$ cat src/rtl/bin2bcd_conv.sv
// ============================================================================
// Module   : bin2bcd_conv
// Brief    : Sequential double-dabble binary-to-BCD converter with saturation.
//            Optional leading-zero blank mask enabled by BIN2BCD_BLANK_EN.
// Revision : 1.0 - initial release
// ============================================================================
`default_nettype none

module bin2bcd_conv #(
  parameter int BIN_W   = 20,
  parameter int DIGITS  = 6,
  parameter int MAX_VAL = 999999
) (
  input  logic                  clk,
  input  logic                  rst_n,
  input  logic                  start,
  input  logic [BIN_W-1:0]      bin,
  output logic                  busy,
  output logic                  done,
  output logic [4*DIGITS-1:0]   bcd,
  output logic                  ovf
`ifdef BIN2BCD_BLANK_EN
  ,
  output logic [DIGITS-1:0]     blank
`endif
);

  localparam int                 BCD_W   = 4 * DIGITS;
  localparam int                 CNT_W   = (BIN_W > 1) ? $clog2(BIN_W) : 1;
  localparam logic [CNT_W-1:0]   CNT_END = CNT_W'(BIN_W - 1);
  localparam logic [BIN_W-1:0]   MAX_BIN = BIN_W'(MAX_VAL);
  localparam logic [BCD_W-1:0]   SAT_BCD = {DIGITS{4'h9}};

  typedef enum logic [1:0] {
    S_IDLE  = 2'd0,
    S_SHIFT = 2'd1,
    S_DONE  = 2'd2
  } state_t;

  state_t             state_q, state_d;
  logic [CNT_W-1:0]   cnt_q, cnt_d;
  logic [BIN_W-1:0]   shift_q, shift_d;
  logic [BCD_W-1:0]   work_q, work_d;
  logic               ovf_next_q, ovf_next_d;
  logic               busy_q, busy_d;
  logic               done_q, done_d;
  logic [BCD_W-1:0]   bcd_q, bcd_d;
  logic               ovf_q, ovf_d;

  logic [BCD_W-1:0]       adj;
  logic [BCD_W+BIN_W-1:0] shifted;
  logic [BCD_W-1:0]       result;

  for (genvar g = 0; g < DIGITS; g++) begin : g_add3
    assign adj[4*g +: 4] = (work_q[4*g +: 4] >= 4'd5) ? (work_q[4*g +: 4] + 4'd3)
                                                      : work_q[4*g +: 4];
  end

  assign shifted = {adj, shift_q} << 1;
  assign result  = ovf_next_q ? SAT_BCD : work_q;

`ifdef BIN2BCD_BLANK_EN
  logic [DIGITS-1:0] blank_q, blank_d;
  logic [DIGITS-1:0] blank_calc;
  logic              nz_above;

  // Walk down from the top digit; a digit is blank until a non-zero one is seen.
  always_comb begin
    blank_calc = '0;
    nz_above   = 1'b0;
    for (int i = DIGITS - 1; i >= 1; i--) begin
      nz_above      = nz_above | (result[4*i +: 4] != 4'd0);
      blank_calc[i] = ~nz_above;
    end
    if (ovf_next_q) begin
      blank_calc = '0;
    end
  end
`endif

  always_comb begin
    state_d    = state_q;
    cnt_d      = cnt_q;
    shift_d    = shift_q;
    work_d     = work_q;
    ovf_next_d = ovf_next_q;
    busy_d     = busy_q;
    done_d     = 1'b0;
    bcd_d      = bcd_q;
    ovf_d      = ovf_q;
`ifdef BIN2BCD_BLANK_EN
    blank_d    = blank_q;
`endif
    case (state_q)
      S_IDLE: begin
        if (start) begin
          state_d    = S_SHIFT;
          cnt_d      = '0;
          shift_d    = bin;
          work_d     = '0;
          ovf_next_d = (bin > MAX_BIN);
          busy_d     = 1'b1;
        end
      end
      S_SHIFT: begin
        {work_d, shift_d} = shifted;
        if (cnt_q == CNT_END) begin
          state_d = S_DONE;
          cnt_d   = '0;
        end else begin
          cnt_d   = cnt_q + 1'b1;
        end
      end
      S_DONE: begin
        bcd_d   = result;
        ovf_d   = ovf_next_q;
        done_d  = 1'b1;
        busy_d  = 1'b0;
        state_d = S_IDLE;
`ifdef BIN2BCD_BLANK_EN
        blank_d = blank_calc;
`endif
      end
      default: begin
        state_d = S_IDLE;
        busy_d  = 1'b0;
      end
    endcase
  end

  always_ff @(posedge clk or negedge rst_n) begin
    if (!rst_n) begin
      state_q    <= S_IDLE;
      cnt_q      <= '0;
      shift_q    <= '0;
      work_q     <= '0;
      ovf_next_q <= 1'b0;
      busy_q     <= 1'b0;
      done_q     <= 1'b0;
      bcd_q      <= '0;
      ovf_q      <= 1'b0;
`ifdef BIN2BCD_BLANK_EN
      blank_q    <= '0;
`endif
    end else begin
      state_q    <= state_d;
      cnt_q      <= cnt_d;
      shift_q    <= shift_d;
      work_q     <= work_d;
      ovf_next_q <= ovf_next_d;
      busy_q     <= busy_d;
      done_q     <= done_d;
      bcd_q      <= bcd_d;
      ovf_q      <= ovf_d;
`ifdef BIN2BCD_BLANK_EN
      blank_q    <= blank_d;
`endif
    end
  end

  assign busy = busy_q;
  assign done = done_q;
  assign bcd  = bcd_q;
  assign ovf  = ovf_q;
`ifdef BIN2BCD_BLANK_EN
  assign blank = blank_q;
`endif

endmodule

`default_nettype wire
$ cat config.mk
export PLATFORM = sky130hd
export DESIGN_NAME = bin2bcd_conv
export DESIGN_NICKNAME = d
export VERILOG_FILES = /design/src/rtl/bin2bcd_conv.sv
export SDC_FILE = /design/constraint.sdc
export NUM_CORES = 1
export LEC_CHECK = 0
export ABC_AREA = 1
export BUFFER_PORTS_ARGS = -buffer_cell sky130_fd_sc_hd__buf_2
export CELL_PAD_IN_SITES_DETAIL_PLACEMENT = 1
export CELL_PAD_IN_SITES_GLOBAL_PLACEMENT = 1
export CORE_UTILIZATION = 39
export DETAILED_ROUTE_END_ITERATION = 8
export PLACE_DENSITY_LB_ADDON = 0.1
export SYNTH_ARGS = -nofsm -noshare
export SYNTH_HDL_FRONTEND = slang
export SYNTH_SLANG_ARGS = --single-unit
$ cat constraint.sdc
create_clock -name clk -period 1.2 [get_ports clk]
set_clock_uncertainty 0.05 [all_clocks]
set_input_delay 0.18 -clock clk [delete_from_list [all_inputs] [get_ports clk]]
set_output_delay 0.18 -clock clk [all_outputs]
set_load 0.1 [all_outputs]
# ---- After elaboration in Yosys (flattened, before gate mapping)
# Index checks and enable logic that the tools add are counted.
dict set report op_classes {
  eq_ne 5
  mux 20
  add_sub_neg 7
  bitwise_logic 1
  magnitude_cmp 7
  reduce_logical 6
}
# op n
set ops {}
lappend ops {{24-bit two-way mux} 2}
lappend ops {{24-bit one-hot mux with 2 select lines} 1}
lappend ops {{20-bit one-hot mux with 2 select lines} 1}
lappend ops {{4-bit by 3-bit >= comparator with 1-bit output (second input constant)} 6}
lappend ops {{4-bit by 2-bit adder with 4-bit output (second input constant)} 5}
lappend ops {{20-bit > comparator (second input constant)} 1}
lappend ops {{20-bit two-way mux} 1}
lappend ops {{4-bit two-way mux} 5}
lappend ops {{5-bit two-way mux} 2}
lappend ops {{5-bit one-hot mux with 2 select lines} 1}
lappend ops {{2-bit AND reduction} 4}
lappend ops {{5-bit by 1-bit adder with 5-bit output (second input constant)} 1}
lappend ops {{5-bit == test (second input constant)} 1}
lappend ops {{2-bit two-way mux} 2}
lappend ops {{2-bit inequality test (second input constant)} 2}
lappend ops {{2-bit one-hot mux with 2 select lines} 1}
lappend ops {{3-bit by 2-bit adder with 3-bit output (second input constant)} 1}
lappend ops {{3-bit two-way mux} 1}
lappend ops {{2-bit by 1-bit == test with 1-bit output (second input constant)} 1}
lappend ops {{2-bit == test (second input constant)} 1}
lappend ops {{2-bit zero test} 1}
lappend ops {{1-bit two-way mux} 2}
lappend ops {{1-bit one-hot mux with 2 select lines} 1}
lappend ops {{2-bit nonzero test} 1}
lappend ops {{1-bit inverter} 1}
dict set report totals {
  ff_bits 79
  wordCells 55
}

# ---- Logic depth before layout (Yosys ltp)
# Gate-level depths: netlist (run 1).
dict set report depth {
  ltp_word 3
  depth_mapped 8
}

# ---- Worst setup path after synthesis (run 1)
# Ideal clock, no wire load.
dict set report synth_timing {
  path_type {flip-flop to flip-flop}
  startpoint {register, netlist name bcd[0]}
  endpoint {register bcd_q[0], in the netlist bcd[0]}
  setup_ps 78
  path_stages_with_launch 3
  path_slack_ps -55
  arrival_ps 1128
  path_buffers 0
  period_less_slack_ps 1255
  path_cell_list {dfrtp_1 > nor2_1 > a21oi_1}
}
# element line_no
set synth_lines {}
lappend synth_lines {{end signal, assigned} 140} ;# bcd_q <= '0;
lappend synth_lines {{end signal, assigned} 153} ;# bcd_q <= bcd_d;
lappend synth_lines {{end, declared} 47} ;# logic [BCD_W-1:0] bcd_q, bcd_d;

# ---- Final worst setup path (run 1)
dict set report layout_timing {
  startpoint {register work_q[17]}
  endpoint {register work_q[18]}
}
dict set report layout_via {
  elab_chain_len 3
}
# element line_no
set layout_rtl {}
lappend layout_rtl {{start, declared} 43} ;# logic [BCD_W-1:0] work_q, work_d;
lappend layout_rtl {{start signal, assigned} 149} ;# work_q <= work_d;
lappend layout_rtl {{4-bit by 2-bit adder with 4-bit output / 4-bit by 3-bit >= comparator with 1-bit output (equally long branches)} 55} ;# assign adj[4*g +: 4] = (work_q[4*g +: 4] >= 4'd5) ? (work_q[4*g +: 4] + 4'd3)
lappend layout_rtl {{4-bit two-way mux (*)} 55}
lappend layout_rtl {{24-bit one-hot mux with 2 select lines (*)} 94} ;# case (state_q)
# Mark *: on every way between the ends. The rest lies on a longest branch, timed or not.
# A chain may end at the register's enable or synchronous reset.

==> results of run 1 <==
==> layer usage <==
layer  part of all wire, %  vias up  wire length (um)
li1                      -     1822                 -
met1                    41     2028              5630
met2                    53       92              7410
met3                   3.6       31               499
met4                   2.6        0               357
met5                     0        -                 0
==> final timing paths <==
check,startpoint,endpoint
min in group asynchronous,rst_n,cnt_q[4]$_DFFE_PN0P_
max in group asynchronous,rst_n,state_q[0]$_DFFE_PN0P_
hold / removal,bin[0],shift_q[0]$_DFFE_PN0P_
hold reg to reg,shift_q[1]$_DFFE_PN0P_,shift_q[1]$_DFFE_PN0P_
setup / recovery,work_q[17]$_DFFE_PN0P_,work_q[18]$_DFFE_PN0P_
setup reg to reg,work_q[17]$_DFFE_PN0P_,work_q[18]$_DFFE_PN0P_
==> cells by family after synthesis <==
logic type               after synthesis
adder cells (fa/ha/maj)               13
XOR/XNOR                               1
AO/OA/AOI/OAI                         82
flip-flops                            79
AND/OR/NAND/NOR                      228
buffers and inverters                 90
==> sequential cells by signal (all words and copies together), names as in the netlist <==
| name | count |
|---|---|
| bcd | 24 |
| work_q | 24 |
| shift_q | 20 |
| cnt_q | 5 |
| state_q | 2 |
| busy | 1 |
| done | 1 |
| ovf | 1 |
| ovf_next_q | 1 |
==> worst max-delay path: stages (launching register included) <==
cell	delay, ns
dfrtp_1	0.40
inv_2	0.14
ha_4	0.18
inv_4	0.04
nand2_4	0.08
nand4_1	0.17
nand3_2	0.12
nand2_1	0.07
==> power by group through the flow <==
stage	Sequential, mW	Combinational (mW)	Clock, mW
after floorplan	5.13	3.76	0
after global placement	4.36	6.96	0
after detailed placement	4.41	7.33	0
after CTS	4.41	8.23	2.33
after global routing	4.70	11.2	2.47
final	4.61	10.4	2.31
==> layout make-up <==
cell class / instances / area share [%]
Timing Repair Buffer: 130 / 23.2
Clock buffer: 13 / 2.59
Clock inverter: 3 / 1.06
Sequential cell: 79 / 32.8
Tap cell: 133 / 2.71
Multi-Input combinational cell: 324 / 33.0
Inverter: 72 / 4.61
==> metrics by stage <==
step	util, %	instance area (um2)	cells
floorplan	-	3950	493
CTS	57.0	5570	735
global route	62.7	6130	754
detailed placement	52.1	5090	704
global placement	52.1	5090	704
finish	62.7	6130	754
==> cell usage in the layout, fill, tap and decap left out, types with 10 or more instances in the layout <==
cell type	instances
inv_2	20
ha_4	10
nor2_1	15
buf_2	21
dfrtp_2	29
buf_12	33
dfrtp_1	50
nand3_1	24
clkbuf_8	11
inv_1	48
buf_4	62
nand2_4	11
o21ai_1	33
nand2_2	18
o21ai_0	21
nand3_2	17
buf_6	10
a21oi_1	12
nand4_1	14
nand2_1	118
==> repair_timing <==
action | CTS | global route
hold buffers | 1 | 0
hold endpoints to repair | 79 | 0
setup endpoints to repair | 59 | 86
pin swaps | 12 | 31
buffers inserted | 13 | 17
gates cloned | 1 | 3
gates resized for setup | 57 | 112
==> metrics, run 1 <==
Max FO, Critical Path 4; mux cell area share after synthesis 0%; outcome complete, but fails checks; Post-Synth Simple-Gate Area between 20% and 30%; post-synth top area share 50.4%; first-pass GRT wire length between 15000 and 20000 um; post-route setup TNS -2.20 ns; DRT iter0 DRCs 146; Seq. cell area around 0.002 mm2; FF-to-FF path depth 7; Crit. End Element flop; initial antenna violation count 0; DIE AREA between 0.01 and 0.015 mm2; Pwr Total 17.3 mW; area of the multi-input gates 0.00203 mm2; Clock Path Buffers 2; Commonest cells post-synth 145 x nand2_1, 79 x dfrtp_1, 67 x inv_1; grt ovf 0; Synth-to-Final Area Change 56.5%; routed vias/inst 5.27; fmax 736 MHz; Slew @ Worst Pin 0.356 ns; Hold Path Stages 3; TritonCTS clock tree built; Top Usage Layer GRT met2; Total GRT Usage 23.7%; Compound-Gate Fraction of Synth Area between 10% and 20%; syn_nets 529; clk_lat worst skew 0.37 ns; Setup Viol. Count Final 56; Final Wtd Congestion ~0.81; Post-synth EDFFs 0; antenna-violating nets left 0; Post-Synth Adder-Cell Area 4.15%; Row Count 36; min setup slack post-route -0.159 ns; xor and xnor area share after synthesis less than 1%; Max-Cap Viols 0; CP Class reg2reg; IO buf count 49; Post-DP HPWL between 7000 and 8000 um; Post-Route WL ~14000 um; starting density of the core between 40% and 50%; Clk pin slew, worst setup/hold paths about 0.080 ns; P_sw 7.96 mW; die height about 100 um; power share of the combinational group 60.0%; Die Width 102 um; dpl ws -0.145 ns; CTS Root Cell clkbuf_8; Mapped Area just under 0.004 mm2; Hold WC Path Type in2reg; Yosys reg bits 79; H-tree depth 3; largest family of logic cells by synthesized area simple AND/OR/NAND/NOR gates; Final Max Slew Viols 0; Internal Power 9.32 mW; met2 usage a little over two fifths; VDD IR max approximately 1100 uV; Ys Warns 0; CTS Sinks ~80; Sw Ratio approximately 46%; post-synthesis sequential area ratio 50.4%; ys async rst share 100%; routed len/inst ~18 um; Seq pwr share approximately a quarter; r2r setup slk -0.16 ns; Nets 652; Clock power frac a little over an eighth; most common cell in the synthesized netlist nand2_1; arrival time at the worst endpoint 1.56 ns; worst hold slack 0.0309 ns; Remaining DRCs 0; vias 3973; largest net degree at the start of global routing 27; Num CTS Buffers 9; Setup crit start kind flop; dominant synthesized flop cell dfrtp_1; routing usage on met3 4.17%; RSZ-0062 raised after global routing yes; drt pass-1 iters 6; Netlist cell types 21; met1 GRT Util 28.1%; I/O Pins 50; leakage power slightly above 3 nW; Final Hold Fails 0; Crit path required time 1.40 ns; vias in the first global route 3932; Post-Synthesis Cells 493; fin crit period approximately 1.4 ns; diodes inserted 0; Final Cycle Share 113%; fillcell total 1127; Avg Cell Area, Syn 7.95 um2; area leader, netlist dfrtp_1; Synth area leaders dfrtp_1 50%, nand2_1 14%, inv_1 6.4%; PwrDens roughly 2800 mW/mm2; Relative slew margins 76.3%; violated checks negative setup slack; layout cell share with drive strength beyond 1 roughly 44%; core area 0.00977 mm2
Power figures use the tool's default switching activity.
==> run 2: changes to the inputs <==
--- a/config.mk
+++ b/config.mk
@@ -9,6 +9,7 @@
 export BUFFER_PORTS_ARGS = -buffer_cell sky130_fd_sc_hd__buf_2
 export CELL_PAD_IN_SITES_DETAIL_PLACEMENT = 1
 export CELL_PAD_IN_SITES_GLOBAL_PLACEMENT = 1
+export CORE_ASPECT_RATIO = 1.4
 export CORE_UTILIZATION = 39
 export DETAILED_ROUTE_END_ITERATION = 8
 export PLACE_DENSITY_LB_ADDON = 0.1
==> metrics, run 2 (same netlist as run 1, synthesis figures left out) <==
grt ovf 0; CTS Root Cell clkbuf_16; Final Max Slew Viols 0; highest-count cells in the layout ignoring fill and taps 125 x nand2_1, 54 x buf_4, 49 x inv_1, 49 x dfrtp_1; largest net degree at the start of global routing 47; Total GRT Usage 24.1%; worst r2r src state_q[0]$_DFFE_PN0P_; Crit path required time 1.36 ns; Hold Path Stages 3; Synth-to-Final Area Change 53.2%; Hold WC Path Type in2reg; r2r endpoint bcd[19]$_DFFE_PN0P_; drt pass-1 iters 4; worst-path cell chain inv_2 -> nand2_4 -> nor2_4 -> buf_6 -> a21oi_1; Seq. cell area 0.00201 mm2; DRT iter0 DRCs 175; Crit. End Element flop; Setup crit start kind flop; CTS Sinks 79; fillcell total ~1100; Slew @ Worst Pin 0.450 ns; Nets ~640; VDD IR max 1320 uV; Worst Hold Launch bin[0]; arrival time at the worst endpoint 1.47 ns; Final Wtd Congestion 0.846; post-route setup TNS -2.52 ns; Row Count 42; DIE AREA 0.0105 mm2; initial antenna violation count 0; fin crit period 1.31 ns; Max FO, Critical Path 9; clk_lat worst skew 0.34 ns; antenna-violating nets left 0; H-tree depth 3; diodes inserted 0; layout cell share with drive strength beyond 1 40.0%; Post-Route WL between 10000 and 15000 um; RSZ-0062 raised after global routing yes; FF-to-FF path depth 5; leakage power 2.95 nW; commonest non-fill, non-tap cell in the layout nand2_1; Clk pin slew, worst setup/hold paths 0.06 ns; PwrDens 2810 mW/mm2; Max-Cap Viols 0; routed vias/inst 5.16; end of the worst hold path shift_q[0]$_DFFE_PN0P_; min setup slack post-route -0.108 ns; vias in the first global route just over 4000; Pwr Total 16.9 mW; worst hold slack about 0.034 ns; area of the multi-input gates roughly 0.002 mm2; I/O Pins 50; die height 121 um; Post-Place Cells 705; Final Cycle Share 109%; Die Width 86.7 um; starting density of the core 40.7%; TritonCTS clock tree built; Clock Path Buffers 2; slowest cell delay on critical path 0.45 ns; violated checks negative setup slack; Post-DP HPWL 7560 um; vias 3829; r2r setup slk -0.11 ns; Slowest cell on crit path dfrtp_2; core area 0.00962 mm2; routed len/inst 17.7 um; Setup Viol. Count Final 63; Finished Layout Cells 742; Relative slew margins ~70%; CP Class reg2reg; outcome complete, but fails checks; first-pass GRT wire length slightly below 20000 um; fmax roughly 760 MHz; dpl ws -0.171 ns; Remaining DRCs 0; Num CTS Buffers 9; IO buf count between 40 and 50; Final Hold Fails 0
run 2: cell count changes in the layout (fill, tap and decap cells not counted), sizes merged:
| cell | before | now |
|---|---|---|
| buf | 128 | 117 |
| bufinv | 2 | 0 |
| clkbuf | 14 | 16 |
run 2: per-layer routing:
| layer | routed length [um] | GRT usage, % | vias up |
|---|---|---|---|
| li1 | - | - | 1799 |
| met1 | 5060 | 25.8 | 1904 |
| met2 | 7300 | 44.8 | 91 |
| met3 | 374 | 4.78 | 35 |
| met4 | 401 | 10.7 | 0 |
| met5 | 0 | 0 | - |
run 2: metrics by stage:
stage,instance area [um2],utilization [%]
after global placement,5110,53.2
after CTS,5670,58.9
final,6000,62.4
after global routing,6000,62.4
after floorplan,3950,-
after detailed placement,5110,53.2
run 2: final cells by class:
class | count | area share [%]
Clock buffer | 15 | 4.46
Clock inverter | 1 | 0.0834
Inverter | 72 | 4.71
Multi-Input combinational cell | 324 | 32.5
Sequential cell | 79 | 33.5
Tap cell | 132 | 2.75
Timing Repair Buffer | 119 | 21.9
run 2: repair_timing:
action / in CTS / in global routing
hold buffers: 1 / 0
endpoints found under the hold margin: 79 / 0
setup buffers: 8 / 12
resized for setup: 73 / 69
endpoints found under the setup margin: 52 / 73
cloned: 0 / 1
pin swaps: 18 / 20
run 2: power breakdown:
| group | total, mW | internal [mW] | switching [mW] |
|---|---|---|---|
| logic | 9.72 | 4.09 | 5.63 |
| clock network | 2.58 | 1.52 | 1.07 |
| registers | 4.58 | 3.71 | 0.870 |
| total | 16.9 | 9.31 | 7.56 |
run 2: worst max path at each step:
| stage | from | endpoint | slack [ns] | depth (start not counted) |
|---|---|---|---|---|
| 4_1_cts | work_q[12]$_DFFE_PN0P_ | work_q[13]$_DFFE_PN0P_ | -0.04 | 7 |
| 3_5_place_dp | work_q[8]$_DFFE_PN0P_ | work_q[9]$_DFFE_PN0P_ | -0.17 | 8 |
| 2_1_floorplan | work_q[8]$_DFFE_PN0P_ | work_q[10]$_DFFE_PN0P_ | 0.003 | 8 |
| 3_3_place_gp | work_q[8]$_DFFE_PN0P_ | work_q[9]$_DFFE_PN0P_ | -0.08 | 8 |
| 6_report | state_q[0]$_DFFE_PN0P_ | bcd[19]$_DFFE_PN0P_ | -0.11 | 5 |
| 5_1_grt | state_q[0]$_DFFE_PN0P_ | bcd[17]$_DFFE_PN0P_ | -0.18 | 5 |
run 2: worst max-delay path, delay by kind of cell, from the launching register on:
kind | cells | cell delay, ns
simple gates | 2 | 0.28
flops | 1 | 0.45
buf+inv | 2 | 0.29
compound gates | 1 | 0.09
==> run 3: changes to the inputs <==
--- a/config.mk
+++ b/config.mk
@@ -13,6 +13,7 @@
 export CORE_UTILIZATION = 39
 export DETAILED_ROUTE_END_ITERATION = 8
 export PLACE_DENSITY_LB_ADDON = 0.1
+export SETUP_SLACK_MARGIN = 0.1
 export SYNTH_ARGS = -nofsm -noshare
 export SYNTH_HDL_FRONTEND = slang
 export SYNTH_SLANG_ARGS = --single-unit
==> constraint.sdc (replaced) <==
create_clock -name clk -period 1.2 [get_ports clk]
set_clock_uncertainty 0.05 [all_clocks]
set_input_delay 0.18 -clock clk [delete_from_list [all_inputs] [get_ports clk]]
set_output_delay 0.18 -clock clk [all_outputs]
set_load 0.01 [all_outputs]
==> metrics, run 3 (same netlist as run 1, synthesis figures left out) <==
outcome complete, but fails checks; violated checks negative setup slack; Setup Viol. Count Final 70; Clk pin slew, worst setup/hold paths 0.07 ns; layout cell share with drive strength beyond 1 50.5%; Seq pwr share 25.5%; starting density of the core 40.7%; PwrDens 2840 mW/mm2; Max-Cap Viols 0; Num CTS Buffers 9; Crit. End Element flop; Sw Ratio a little under half; worst-path cell chain inv_2 -> ha_4 -> o21ai_0 -> nand3_2 -> o21ai_1; Relative slew margins 73.3%; VDD IR max between 1000 and 1500 uV; Hold WC Path Type in2reg; Internal Power 9.91 mW; Final Max Slew Viols 0; I/O Pins 50; Crit path max-delay family flip-flops; antenna-violating nets left 0; routed vias/inst 5.49; vias 4223; grt ovf 0; Synth-to-Final Area Change 62.0%; Final Hold Fails 0; power share of the combinational group ~58%; commonest non-fill, non-tap cell in the layout nand2_1; die height 121 um; leakage power 3.22 nW; P_sw 8.12 mW; Die Width just under 90 um; Clock power frac 16.4%; first-pass GRT wire length 20500 um; r2r setup slk -0.20 ns; fin crit period around 1.4 ns; vias in the first global route between 4000 and 5000; Row Count 42; largest net degree at the start of global routing 33; DIE AREA 0.0105 mm2; slowest cell delay on critical path 0.45 ns; drt pass-1 iters 7; Total GRT Usage 25.8%; highest-count cells in the layout ignoring fill and taps 107 x nand2_1, 75 x dfrtp_1, 66 x buf_4; Final Wtd Congestion approximately 0.80; fillcell total 1071; clk_lat worst skew 0.35 ns; CTS Sinks ~80; Slew @ Worst Pin 0.400 ns; IO buf count between 40 and 50; DRT iter0 DRCs 214; Max FO, Critical Path 4; min setup slack post-route -0.204 ns; initial antenna violation count 0; r2r endpoint work_q[11]$_DFFE_PN0P_; Post-Route WL 17000 um; Setup crit start kind flop; Remaining DRCs 0; core area 0.00962 mm2; TritonCTS clock tree built; Nets between 600 and 700; Clock Path Buffers 2; CP Class reg2reg; Post-DP HPWL 7530 um; Core Util, Final about two thirds; cell count along the critical path 5; Hold Path Stages 3; arrival time at the worst endpoint between 1.5 and 2 ns; worst hold slack 0.0385 ns; Crit path required time 1.41 ns; end of the worst hold path shift_q[0]$_DFFE_PN0P_; CTS Root Cell clkbuf_16; routed len/inst 22.1 um; RSZ-0062 raised after global routing yes; Worst Hold Launch bin[0]; FF-to-FF path depth 5; fmax 712 MHz; CP Buf/Inv Count 1; diodes inserted 0; H-tree depth 3; worst r2r src work_q[8]$_DFFE_PN0P_; Slowest cell on crit path dfrtp_1; Final Cycle Share 117%
## run 3: cell types whose count changed in the layout (fill, tap and decap cells not counted), sizes merged
cell	change
buf	+23
bufinv	+1
inv	+3
## run 3: power by group through the flow
stage | combinational (mW) | clock, mW | sequential (mW)
after floorplan | 4.15 | 0 | 4.29
after global placement | 6.06 | 0 | 4.32
after detailed placement | 6.36 | 0 | 4.37
after CTS | 8.73 | 2.92 | 4.43
after global routing | 11.2 | 3.05 | 4.65
final | 10.5 | 2.96 | 4.59
## run 3: per-layer routing
layer  global-route usage, %  share of wire [%]  up-vias  routed length [um]
li1                        -                  -     1858                   -
met1                    28.3                 37     2117                6250
met2                    47.7                 54      174                9140
met3                    3.07                4.7       74                 805
met4                    13.6                4.5        0                 771
met5                       0                  0        -                   0
## run 3: how the worst max path moves through the flow
stage	startpoint	endpoint	slack, ns
6_report	work_q[8]$_DFFE_PN0P_	work_q[11]$_DFFE_PN0P_	-0.20
3_3_place_gp	state_q[1]$_DFFE_PN0P_	work_q[16]$_DFFE_PN0P_	-0.01
4_1_cts	state_q[1]$_DFFE_PN0P_	work_q[8]$_DFFE_PN0P_	-0.06
5_1_grt	state_q[1]$_DFFE_PN0P_	work_q[8]$_DFFE_PN0P_	-0.23
2_1_floorplan	state_q[0]$_DFFE_PN0P_	shift_q[19]$_DFFE_PN0P_	0.04
3_5_place_dp	state_q[1]$_DFFE_PN0P_	work_q[20]$_DFFE_PN0P_	-0.07
## run 3: repair_timing
item	CTS	global route
hold buffers	1	0
pin swaps	42	10
setup endpoints to repair	83	98
gates resized for setup	133	79
endpoints found under the hold margin	24	0
gates cloned	4	4
setup buffers	26	22
## run 3: worst min-delay path, delay by kind of cell
family / cells / cell delay [ns]
buf+inv: 1 / 0.10
simple gates: 1 / 0.06
compound gates: 1 / 0.06
## run 3: cell type report
| type | count | area (um2) | share of cell area (%) |
|---|---|---|---|
| Clock buffer | 13 | 270 | 4.26 |
| Clock inverter | 3 | 40.0 | 0.631 |
| Inverter | 72 | 288 | 4.53 |
| Multi-Input combinational cell | 324 | 2310 | 36.5 |
| Sequential cell | 79 | 1980 | 31.2 |
| Tap cell | 132 | 165 | 2.60 |
| Timing Repair Buffer | 144 | 1270 | 20.0 |
| Timing Repair inverter | 2 | 15.0 | 0.237 |
## run 3: metrics by stage
stage,area (um2),TNS (ns),std cells,total power [mW],setup slack (ns)
after CTS,5810,-0.431,744,16.1,-0.0599
after global routing,6350,-8.85,769,18.9,-0.234
after detailed placement,4770,-0.603,697,10.7,-0.0668
after floorplan,4060,0,493,8.44,0.0367
final,6350,-6.17,769,18.0,-0.204
after global placement,4770,-0.0128,697,10.4,-0.0128
